<file path="config.mk">
export PLATFORM = sky130hd
export DESIGN_NAME = alu_seq_muldiv_flat
export DESIGN_NICKNAME = d
export VERILOG_FILES = /design/src/rtl/alu_seq_muldiv_if.sv /design/src/rtl/alu_seq_muldiv.sv /design/src/flat_wrapper.sv
export SDC_FILE = /design/constraint.sdc
export NUM_CORES = 1
export LEC_CHECK = 0
export ABC_AREA = 1
export CAP_MARGIN = 20
export CELL_PAD_IN_SITES_DETAIL_PLACEMENT = 1
export CELL_PAD_IN_SITES_GLOBAL_PLACEMENT = 1
export CORE_MARGIN = 2
export CORE_UTILIZATION = 36
export CTS_BUF_LIST = sky130_fd_sc_hd__clkbuf_4 sky130_fd_sc_hd__clkbuf_8
export CTS_CLUSTER_DIAMETER = 80
export DETAILED_ROUTE_END_ITERATION = 10
export PLACE_DENSITY = 0.81
export SLEW_MARGIN = 20
export SYNTH_ARGS = -nofsm -noshare
export SYNTH_HDL_FRONTEND = slang
export SYNTH_SLANG_ARGS = --single-unit
</file>
<file path="constraint.sdc">
create_clock -name clk -period 2.82 [get_ports clk]
set_clock_uncertainty 0.1 [all_clocks]
set_input_delay 0.423 -clock clk [delete_from_list [all_inputs] [get_ports clk]]
set_output_delay 0.423 -clock clk [all_outputs]
set_load 0.01 [all_outputs]
</file>
<file path="src/rtl/alu_seq_muldiv_if.sv">
`default_nettype none
// ============================================================================
// Module   : alu_seq_muldiv_if
// Brief    : Request/response bundle between the decode/register-file stage
//            (master) and the sequential ALU / mul-div unit (slave).
// Revision : 1.0 - initial release
// ============================================================================
interface alu_seq_muldiv_if #(
    parameter int XLEN = 32
);
    logic            in_valid;
    logic            in_ready;
    logic [XLEN-1:0] in1;
    logic [XLEN-1:0] in2;
    logic [3:0]      aluSel;
    logic [2:0]      func3;
    logic            is_m;
    logic            out_valid;
    logic            out_ready;
    logic [XLEN-1:0] result;
    logic            zero;
    logic            illegal;

    // Requester side: issues operations and accepts results
    modport master (
        output in_valid, in1, in2, aluSel, func3, is_m, out_ready,
        input  in_ready, out_valid, result, zero, illegal
    );

    // Execution unit side
    modport slave (
        input  in_valid, in1, in2, aluSel, func3, is_m, out_ready,
        output in_ready, out_valid, result, zero, illegal
    );
endinterface
`default_nettype wire

</file>
<file path="src/rtl/alu_seq_muldiv.sv">
`default_nettype none
// ============================================================================
// Module   : alu_seq_muldiv
// Brief    : Handshaked RV32I ALU / branch comparator with one-cycle
//            registered latency, plus an iterative RV32M multiply/divide unit
//            retiring one bit per cycle (XLEN+1 clocks accept-to-valid).
//            Build macro ALU_MULDIV_EN includes the RV32M datapath; without
//            it every is_m request completes in one cycle as illegal.
// Revision : 1.0 - initial release
// ============================================================================
module alu_seq_muldiv #(
    parameter int XLEN    = 32,
    parameter int SHAMT_W = $clog2(XLEN)
) (
    input  logic            clk,
    input  logic            rst,
    alu_seq_muldiv_if.slave bus
);

    // ------------------------------------------------------------------
    // Encodings
    // ------------------------------------------------------------------
    localparam logic [1:0] C_IDLE = 2'd0;
    localparam logic [1:0] C_BUSY = 2'd1;
    localparam logic [1:0] C_DONE = 2'd2;

    localparam logic [3:0] C_OP_ADD    = 4'b0000;
    localparam logic [3:0] C_OP_SUB    = 4'b0001;
    localparam logic [3:0] C_OP_BRANCH = 4'b0010;
    localparam logic [3:0] C_OP_OR     = 4'b0100;
    localparam logic [3:0] C_OP_AND    = 4'b0101;
    localparam logic [3:0] C_OP_XOR    = 4'b0111;
    localparam logic [3:0] C_OP_SRL    = 4'b1000;
    localparam logic [3:0] C_OP_SLL    = 4'b1001;
    localparam logic [3:0] C_OP_SRA    = 4'b1010;
    localparam logic [3:0] C_OP_SLT    = 4'b1101;
    localparam logic [3:0] C_OP_SLTU   = 4'b1111;

    // ------------------------------------------------------------------
    // Control and result registers
    // ------------------------------------------------------------------
    logic [1:0]       r_state;
    logic [1:0]       w_state_next;
    logic [XLEN-1:0]  r_result;
    logic             r_zero;
    logic             r_illegal;

    logic             w_in_ready;
    logic             w_out_valid;
    logic             w_accept;
    logic             w_go_busy;    // accepted op needs the iterative unit
    logic             w_busy_last;  // current BUSY cycle is the final one

    // Base ALU signals
    logic [SHAMT_W-1:0] w_shamt;
    logic [XLEN-1:0]    w_diff_ab;
    logic               w_eq;
    logic               w_lt;
    logic               w_ltu;
    logic [XLEN-1:0]    w_base_res;
    logic               w_base_zero;
    logic               w_base_ill;

    assign w_shamt   = bus.in2[SHAMT_W-1:0];
    assign w_diff_ab = bus.in1 - bus.in2;
    assign w_eq      = (bus.in1 == bus.in2);
    assign w_lt      = ($signed(bus.in1) < $signed(bus.in2));
    assign w_ltu     = (bus.in1 < bus.in2);
    assign w_accept  = bus.in_valid && w_in_ready;

    // Single-cycle base operation result, zero/condition flag and legality
    always_comb begin
        w_base_res  = '0;
        w_base_ill  = 1'b0;
        case (bus.aluSel)
            C_OP_ADD:              w_base_res = bus.in1 + bus.in2;
            C_OP_SUB, C_OP_BRANCH: w_base_res = w_diff_ab;
            C_OP_OR:               w_base_res = bus.in1 | bus.in2;
            C_OP_AND:              w_base_res = bus.in1 & bus.in2;
            C_OP_XOR:              w_base_res = bus.in1 ^ bus.in2;
            C_OP_SRL:              w_base_res = bus.in1 >> w_shamt;
            C_OP_SLL:              w_base_res = bus.in1 << w_shamt;
            C_OP_SRA:              w_base_res = XLEN'($signed(bus.in1) >>> w_shamt);
            C_OP_SLT:              w_base_res = {{(XLEN-1){1'b0}}, w_lt};
            C_OP_SLTU:             w_base_res = {{(XLEN-1){1'b0}}, w_ltu};
            default:               w_base_ill = 1'b1;
        endcase

        // For branches the flag carries the condition; otherwise result==0
        w_base_zero = (w_base_res == '0);
        if (bus.aluSel == C_OP_BRANCH) begin
            case (bus.func3)
                3'b000:  w_base_zero = w_eq;
                3'b001:  w_base_zero = !w_eq;
                3'b100:  w_base_zero = w_lt;
                3'b101:  w_base_zero = !w_lt;
                3'b110:  w_base_zero = w_ltu;
                3'b111:  w_base_zero = !w_ltu;
                default: begin
                    w_base_zero = 1'b0;
                    w_base_ill  = 1'b1;
                end
            endcase
        end
    end

`ifdef ALU_MULDIV_EN
    // ------------------------------------------------------------------
    // Iterative RV32M unit. r_hi/r_lo form a shared 2*XLEN accumulator:
    //   multiply: {partial product, remaining multiplier bits}
    //   divide  : {partial remainder, dividend shifting into quotient}
    // ------------------------------------------------------------------
    localparam int                 C_CNT_W   = $clog2(XLEN);
    localparam logic [C_CNT_W-1:0] C_LAST    = C_CNT_W'(XLEN - 1);
    localparam logic [XLEN-1:0]    C_MIN_NEG = {1'b1, {(XLEN-1){1'b0}}};

    logic [C_CNT_W-1:0] r_count;
    logic [XLEN-1:0]    r_a;        // multiplicand or divisor magnitude
    logic [XLEN-1:0]    r_hi;
    logic [XLEN-1:0]    r_lo;
    logic [2:0]         r_op;
    logic               r_neg;      // negate the selected final value

    logic               w_is_div;
    logic               w_a_signed;
    logic               w_b_signed;
    logic               w_sa;
    logic               w_sb;
    logic [XLEN-1:0]    w_mag_a;
    logic [XLEN-1:0]    w_mag_b;
    logic               w_div_zero;
    logic               w_div_ovf;
    logic               w_fast;
    logic [XLEN-1:0]    w_fast_res;

    logic [XLEN:0]      w_msum;
    logic [XLEN:0]      w_dshift;
    logic [XLEN:0]      w_ddiff;
    logic [XLEN-1:0]    w_nhi;
    logic [XLEN-1:0]    w_nlo;
    logic [2*XLEN-1:0]  w_prod;
    logic [XLEN-1:0]    w_m_res;

    // Operand signedness, magnitudes and the divide corner cases
    always_comb begin
        w_is_div   = bus.func3[2];
        w_a_signed = w_is_div ? !bus.func3[0]
                              : (bus.func3 == 3'b001) || (bus.func3 == 3'b010);
        w_b_signed = w_is_div ? !bus.func3[0] : (bus.func3 == 3'b001);
        w_sa       = w_a_signed && bus.in1[XLEN-1];
        w_sb       = w_b_signed && bus.in2[XLEN-1];
        w_mag_a    = w_sa ? -bus.in1 : bus.in1;
        w_mag_b    = w_sb ? -bus.in2 : bus.in2;
        w_div_zero = (bus.in2 == '0);
        w_div_ovf  = !bus.func3[0] && (bus.in1 == C_MIN_NEG) && (bus.in2 == '1);
        w_fast     = w_is_div && (w_div_zero || w_div_ovf);
        // func3[1] separates remainder ops from quotient ops
        if (w_div_zero) begin
            w_fast_res = bus.func3[1] ? bus.in1 : '1;
        end else begin
            w_fast_res = bus.func3[1] ? '0 : bus.in1;
        end
    end

    assign w_go_busy   = bus.is_m && !w_fast;
    assign w_busy_last = (r_count == C_LAST);

    // One shift-add or restore-subtract step on the accumulator
    always_comb begin
        w_msum   = {1'b0, r_hi} + {1'b0, r_a & {XLEN{r_lo[0]}}};
        w_dshift = {r_hi, r_lo[XLEN-1]};
        w_ddiff  = w_dshift - {1'b0, r_a};
        if (r_op[2]) begin
            w_nhi = w_ddiff[XLEN] ? w_dshift[XLEN-1:0] : w_ddiff[XLEN-1:0];
            w_nlo = {r_lo[XLEN-2:0], !w_ddiff[XLEN]};
        end else begin
            {w_nhi, w_nlo} = {w_msum, r_lo[XLEN-1:1]};
        end
    end

    // Sign fix-up and op-dependent selection of the final stepped value
    always_comb begin
        w_prod = r_neg ? -{w_nhi, w_nlo} : {w_nhi, w_nlo};
        case (r_op)
            3'b000:                 w_m_res = w_prod[XLEN-1:0];
            3'b001, 3'b010, 3'b011: w_m_res = w_prod[2*XLEN-1:XLEN];
            3'b100, 3'b101:         w_m_res = r_neg ? -w_nlo : w_nlo;
            default:                w_m_res = r_neg ? -w_nhi : w_nhi;
        endcase
    end

    // Latch magnitudes at accept, then iterate once per BUSY cycle
    always_ff @(posedge clk) begin
        if (rst) begin
            r_count <= '0;
            r_a     <= '0;
            r_hi    <= '0;
            r_lo    <= '0;
            r_op    <= '0;
            r_neg   <= 1'b0;
        end else if (w_accept && w_go_busy) begin
            r_count <= '0;
            r_op    <= bus.func3;
            r_hi    <= '0;
            if (w_is_div) begin
                r_a   <= w_mag_b;
                r_lo  <= w_mag_a;
                r_neg <= bus.func3[1] ? w_sa : (w_sa ^ w_sb);
            end else begin
                r_a   <= w_mag_a;
                r_lo  <= w_mag_b;
                r_neg <= w_sa ^ w_sb;
            end
        end else if (r_state == C_BUSY) begin
            r_count <= r_count + C_CNT_W'(1);
            r_hi    <= w_nhi;
            r_lo    <= w_nlo;
        end
    end
`else
    // No iterative unit: is_m requests never enter BUSY
    assign w_go_busy   = 1'b0;
    assign w_busy_last = 1'b1;
`endif

    // ------------------------------------------------------------------
    // Control FSM
    // ------------------------------------------------------------------

    // State register
    always_ff @(posedge clk) begin
        if (rst) begin
            r_state <= C_IDLE;
        end else begin
            r_state <= w_state_next;
        end
    end

    // Next-state: IDLE -> BUSY/DONE on accept, BUSY -> DONE, DONE -> IDLE
    always_comb begin
        w_state_next = r_state;
        case (r_state)
            C_IDLE: begin
                if (bus.in_valid) begin
                    w_state_next = w_go_busy ? C_BUSY : C_DONE;
                end
            end
            C_BUSY: begin
                if (w_busy_last) begin
                    w_state_next = C_DONE;
                end
            end
            C_DONE: begin
                if (bus.out_ready) begin
                    w_state_next = C_IDLE;
                end
            end
            default: w_state_next = C_IDLE;
        endcase
    end

    // Handshake outputs; in_ready is held low while reset is asserted
    always_comb begin
        w_in_ready  = (r_state == C_IDLE) && !rst;
        w_out_valid = (r_state == C_DONE);
    end

    // Result registers: written at accept (single-cycle ops) or final BUSY cycle
    always_ff @(posedge clk) begin
        if (rst) begin
            r_result  <= '0;
            r_zero    <= 1'b0;
            r_illegal <= 1'b0;
        end else if (w_accept) begin
            if (!bus.is_m) begin
                r_result  <= w_base_res;
                r_zero    <= w_base_zero;
                r_illegal <= w_base_ill;
            end
`ifdef ALU_MULDIV_EN
            else if (w_fast) begin
                r_result  <= w_fast_res;
                r_zero    <= (w_fast_res == '0);
                r_illegal <= 1'b0;
            end
        end else if ((r_state == C_BUSY) && w_busy_last) begin
            r_result  <= w_m_res;
            r_zero    <= (w_m_res == '0);
            r_illegal <= 1'b0;
        end
`else
            else begin
                r_result  <= '0;
                r_zero    <= 1'b1;
                r_illegal <= 1'b1;
            end
        end
`endif
    end

    assign bus.in_ready  = w_in_ready;
    assign bus.out_valid = w_out_valid;
    assign bus.result    = r_result;
    assign bus.zero      = r_zero;
    assign bus.illegal   = r_illegal;

endmodule
`default_nettype wire

</file>
<file path="src/flat_wrapper.sv">
// flat-port wrapper written by rule: the top's interface ports become plain ports
module alu_seq_muldiv_flat 
#(
    parameter int XLEN    = 32,
    parameter int SHAMT_W = $clog2(XLEN)
)
  (clk, rst, bus_in_valid, bus_in1, bus_in2, bus_aluSel, bus_func3, bus_is_m, bus_out_ready, bus_in_ready, bus_out_valid, bus_result, bus_zero, bus_illegal);
  alu_seq_muldiv_if #(.XLEN(XLEN)) bus_i ();
  input  logic clk;
  input  logic rst;
  input wire logic [$bits(bus_i.in_valid)-1:0] bus_in_valid;
  input wire logic [$bits(bus_i.in1)-1:0] bus_in1;
  input wire logic [$bits(bus_i.in2)-1:0] bus_in2;
  input wire logic [$bits(bus_i.aluSel)-1:0] bus_aluSel;
  input wire logic [$bits(bus_i.func3)-1:0] bus_func3;
  input wire logic [$bits(bus_i.is_m)-1:0] bus_is_m;
  input wire logic [$bits(bus_i.out_ready)-1:0] bus_out_ready;
  output wire logic [$bits(bus_i.in_ready)-1:0] bus_in_ready;
  output wire logic [$bits(bus_i.out_valid)-1:0] bus_out_valid;
  output wire logic [$bits(bus_i.result)-1:0] bus_result;
  output wire logic [$bits(bus_i.zero)-1:0] bus_zero;
  output wire logic [$bits(bus_i.illegal)-1:0] bus_illegal;
  assign bus_i.in_valid = bus_in_valid;
  assign bus_i.in1 = bus_in1;
  assign bus_i.in2 = bus_in2;
  assign bus_i.aluSel = bus_aluSel;
  assign bus_i.func3 = bus_func3;
  assign bus_i.is_m = bus_is_m;
  assign bus_i.out_ready = bus_out_ready;
  assign bus_in_ready = bus_i.in_ready;
  assign bus_out_valid = bus_i.out_valid;
  assign bus_result = bus_i.result;
  assign bus_zero = bus_i.zero;
  assign bus_illegal = bus_i.illegal;
  alu_seq_muldiv #(.XLEN(XLEN), .SHAMT_W(SHAMT_W)) u_core (.clk(clk), .rst(rst), .bus(bus_i));
endmodule
</file>
==> results of run 1 <==
==> cells in the mapped netlist, drive strengths merged, types with 20 or more instances <==
cell type / number / area (µm²)
a21oi: 113 / 566
buf: 68 / 367
clkbuf: 35 / 133
dfxtp: 35 / 701
ha: 100 / 1250
inv: 346 / 1300
nand2: 893 / 3360
nand3: 424 / 2120
nand4: 30 / 188
nor2: 232 / 873
nor3: 21 / 105
o211ai: 20 / 150
o21ai: 69 / 345
==> kinds of logic after synthesis <==
logic type / synth area share
AND/OR/NAND/NOR: 0.568
flip-flops: 0.0586
AO/OA/AOI/OAI: 0.114
buffers and inverters: 0.151
XOR/XNOR: 0.000733
adder cells (fa/ha/maj): 0.108
==> timing repair <==
| action | CTS |
|---|---|
| hold endpoints to repair | 0 |
| buffers inserted | 37 |
| hold buffers | 0 |
| endpoints found under the setup margin | 33 |
| pin swaps | 101 |
| cloned | 1 |
| resized for setup | 531 |
==> per-stage QoR <==
| step | worst slack, ns | setup TNS, ns | instances |
|---|---|---|---|
| 2_1_floorplan | 0.0120 | 0 | 2454 |
| 3_3_place_gp | -1.03 | -20.06 | 3484 |
| 3_5_place_dp | -1.10 | -22.52 | 3485 |
| 4_1_cts | 0.00141 | 0 | 3529 |
==> layer usage <==
| layer | GRT overflow | GRT usage |
|---|---|---|
| met3 | 32 | 0.717 |
| met5 | 3 | 0.416 |
| met2 | 1889 | 1.27 |
| met4 | 457 | 1.09 |
| met1 | 26 | 0.871 |
==> results.json, run 1 <==
{
  "failing_step": "5_1_grt",
  "die_h_um": 186,
  "synth_seq_area_share": 0.0586,
  "ys_ff_latch": 35,
  "numClockSinks": 35,
  "rows": 66,
  "synth_area_um2": 12000,
  "clockBufferDepth": 2,
  "cts_buffers": 5,
  "hpwl_mm": 71.7,
  "yosys_warnings": 0,
  "die_width_um": 186,
  "portBuffers": 111,
  "io_pins": 112,
  "worst_endpoint_kind": "sequential cell input",
  "avgSynthCellArea_um2": 4.87,
  "syn_nets": 2632,
  "synth_cell_types": 42,
  "async_reset_ff_frac": 0,
  "yosys_most_used_dff": "dfxtp_1",
  "gp_congestion": 1.08,
  "status": "aborted with a tool error",
  "h-tree-depth": 2,
  "grt-ovfl-total": 2407,
  "dpl_cell_area_um2": 17600,
  "synth_cells": 2454,
  "worst_endpoint": "u_core.bus.zero$_SDFFE_PP0P_/D",
  "grt_max_degree": 71,
  "stop_error": "[ERROR GRT-0232] Routing congestion too high. Check the congestion heatmap in the GUI.",
  "cts_root_buf": "clkbuf_8",
  "grt_usage": 0.964,
  "synth_edf_count": 0,
  "start_util": 0.367
}
==> run 2: changes to the inputs <==
==> config.mk (replaced) <==
export PLATFORM = sky130hd
export DESIGN_NAME = alu_seq_muldiv_flat
export DESIGN_NICKNAME = d
export VERILOG_FILES = /design/src/rtl/alu_seq_muldiv_if.sv /design/src/rtl/alu_seq_muldiv.sv /design/src/flat_wrapper.sv
export SDC_FILE = /design/constraint.sdc
export NUM_CORES = 1
export LEC_CHECK = 0
export ABC_AREA = 1
export CAP_MARGIN = 20
export CORE_MARGIN = 2
export CORE_UTILIZATION = 40
export DETAILED_ROUTE_END_ITERATION = 10
export PLACE_DENSITY_LB_ADDON = 0.15
export SLEW_MARGIN = 20
export SYNTH_ARGS = -nofsm -noshare
export SYNTH_HDL_FRONTEND = slang
export SYNTH_SLANG_ARGS = --single-unit
==> constraint.sdc (replaced) <==
create_clock -name clk -period 3.7 [get_ports clk]
set_clock_uncertainty 0.1 [all_clocks]
set_input_delay 0.555 -clock clk [delete_from_list [all_inputs] [get_ports clk]]
set_output_delay 0.555 -clock clk [all_outputs]
set_load 0.01 [all_outputs]
==> results.json, run 2 <==
{
  "maxCapViolations": 0,
  "synth_edf_count": 0,
  "numClockSinks": 35,
  "area_growth_pct": 32.8,
  "hold_viol": 0,
  "cts_buffers": 5,
  "clockBufferDepth": 2,
  "start_kind": "input pin",
  "drive_above_1_share": 0.141,
  "yosysMostFrequentCell": "nand2_1",
  "synth_top_cell_by_area": "nand2_1",
  "grt_pass1_vias": 16881,
  "finalSetupViolCount": 0,
  "power_leakage_uw": 0.00888,
  "yosys_most_used_dff": "dfxtp_1",
  "powerDensity_nw_per_um2": 193,
  "syn_nets": 2632,
  "gp_congestion": 1.10,
  "cts_root_buf": "clkbuf_16",
  "pre_cts_ws_ns": -0.264,
  "totalWireLength_mm": 69.3,
  "grt-ovfl-total": 0,
  "status": "finished clean",
  "slowest_delay_ns": 0.61,
  "synth_seq_area_share": 0.0586,
  "start_util": 0.404,
  "fin_ws_ns": 0.116,
  "async_reset_ff_frac": 0,
  "synth.top_cell.area_share": 0.279,
  "final_common_cell": "nand2_1",
  "fin_nets": 2973,
  "cpMaxStageDelayCell": "clkdlybuf4s50_1",
  "die_width_um": 177,
  "cpLargestDelayFamily": "simple AND/OR/NAND/NOR gates",
  "holdWs_ns": 0.363,
  "cpMostUsedCell": "nor2_1",
  "p_total_uw": 3060,
  "fmax_mhz": 279,
  "max-slew-margin-rel": 0.475,
  "ys_top_cells_by_count": "nand2_1 (890), nand3_1 (424), inv_1 (337)",
  "fin_crit_sh": 0.969,
  "hpwl_mm": 58.6,
  "synth_cells": 2454,
  "worstSetupEndpointType": "register",
  "portBuffers": 111,
  "insertion_delay_ns": 0.28,
  "path_buf_inv": 3,
  "antenna_found_initial": 3,
  "cp.required_ns": 3.81,
  "grt_max_degree": 68,
  "clkSlewWorstSetupHoldPaths_ns": 0.05,
  "cp_max_fo": 15,
  "synth_cell_types": 42,
  "cp.arrival_ns": 3.70,
  "fin_util": 0.537,
  "drtPass1Iterations": 8,
  "ir_drop_mv": 0.154,
  "vias": 18093,
  "crit_chain": "clkdlybuf4s50_1, nor2_1, nand2_1, buf_4, o211ai_1, nor2_1, nand2_1, inv_1, nand4_1, nor2_1, nand2_1, nor2_1, nand2_1, nor2_1, nand3_1, a21oi_1",
  "tightest_slew_ns": 0.782,
  "synth_area_leaders": "nand2_1 (28%), nand3_1 (18%), inv_1 (11%)",
  "h-tree-depth": 2,
  "synth_area_um2": 12000,
  "die_h_um": 177,
  "grt_pass1_wl_mm": 101,
  "postRouteAntennaNets": 0,
  "cts_tree": "done",
  "route.detailed.drc": 0,
  "grt_usage": 0.433,
  "first_iter_violations": 2043,
  "avgSynthCellArea_um2": 4.87,
  "setup.worst_path.class": "in -> reg",
  "ys_ff_latch": 35,
  "dieArea_um2": 31300,
  "wire_per_inst_um": 21.7,
  "drv_slew": 0,
  "cts_hold_buf": 0,
  "post-route-min-period_ns": 3.58,
  "hold_path.class": "reg -> reg",
  "rows": 63,
  "final_cell_mix": "nand2_1 (887), nand3_1 (421), inv_1 (335), buf_4 (319), nor2_1 (214)",
  "yosys_warnings": 0,
  "core-area_um2": 29600,
  "largest_register_ffs": 32,
  "io_pins": 112,
  "via_per_inst": 5.68
}
==> run 2: cell counts after synthesis <==
Identical to the previous run, type by type.
==> run 2: worst min-delay path, stage by stage, from the launching register on <==
cell     delay (ns)
dfxtp_1        0.30
nand2_1        0.06
a21oi_1        0.05
==> run 2: what timing repair did <==
action / in CTS / in global routing
gates cloned: 0 / 0
resized for setup: 1 / 48
setup endpoints to repair: 1 / 3
buffers inserted: 0 / 0
==> run 2: path summary, 6_finish.rpt <==
kind / startpoint / endpoint / slack, ns / cells past startpoint
worst max-delay path: bus_aluSel[3] / u_core.bus.zero / 0.12 / 16
worst min-delay path: u_core.bus.result[4] / u_core.bus.result[4] / 0.36 / 2
worst max register to register: u_core.r_state[1] / u_core.bus.result[19] / 1.55 / 8
worst min register to register: u_core.bus.result[4] / u_core.bus.result[4] / 0.36 / 2
==> run 2: cells by family after synthesis <==
kind of cell             synth area share
flip-flops                         0.0586
adder cells (fa/ha/maj)             0.108
AND/OR/NAND/NOR                     0.568
XOR/XNOR                         0.000733
buffers and inverters               0.151
AO/OA/AOI/OAI                       0.114
==> run 2: cell type report <==
class | count | area [µm²]
Fill cell | 3197 | 13700
Clock buffer | 6 | 139
Clock inverter | 1 | 5.00
Antenna cell | 2 | 5.00
Timing Repair Buffer | 437 | 3640
Multi-Input combinational cell | 1968 | 9590
Inverter | 348 | 1310
Tap cell | 390 | 488
Sequential cell | 35 | 701
==> run 2: metrics by stage <==
stage	area, µm²	std cells	setup TNS, ns
2_1_floorplan	12000	2454	0
3_3_place_gp	15600	3178	-0.287
3_5_place_dp	15600	3178	-0.305
4_1_cts	15700	3185	0
5_1_grt	15900	3185	-0.00442
6_report	15900	3187	0
==> run 2: report_power, final <==
group	switching, µW	internal [µW]	total [µW]
Clock	155	262	418
Sequential	6.70	389	396
Combinational	1430	821	2250
==> run 2: metal layers <==
layer	global-route usage	wire, µm
met5	0	0
met4	0.228	4460
met3	0.103	7720
met2	0.677	29500
met1	0.552	27600
Power figures use the tool's default switching activity.
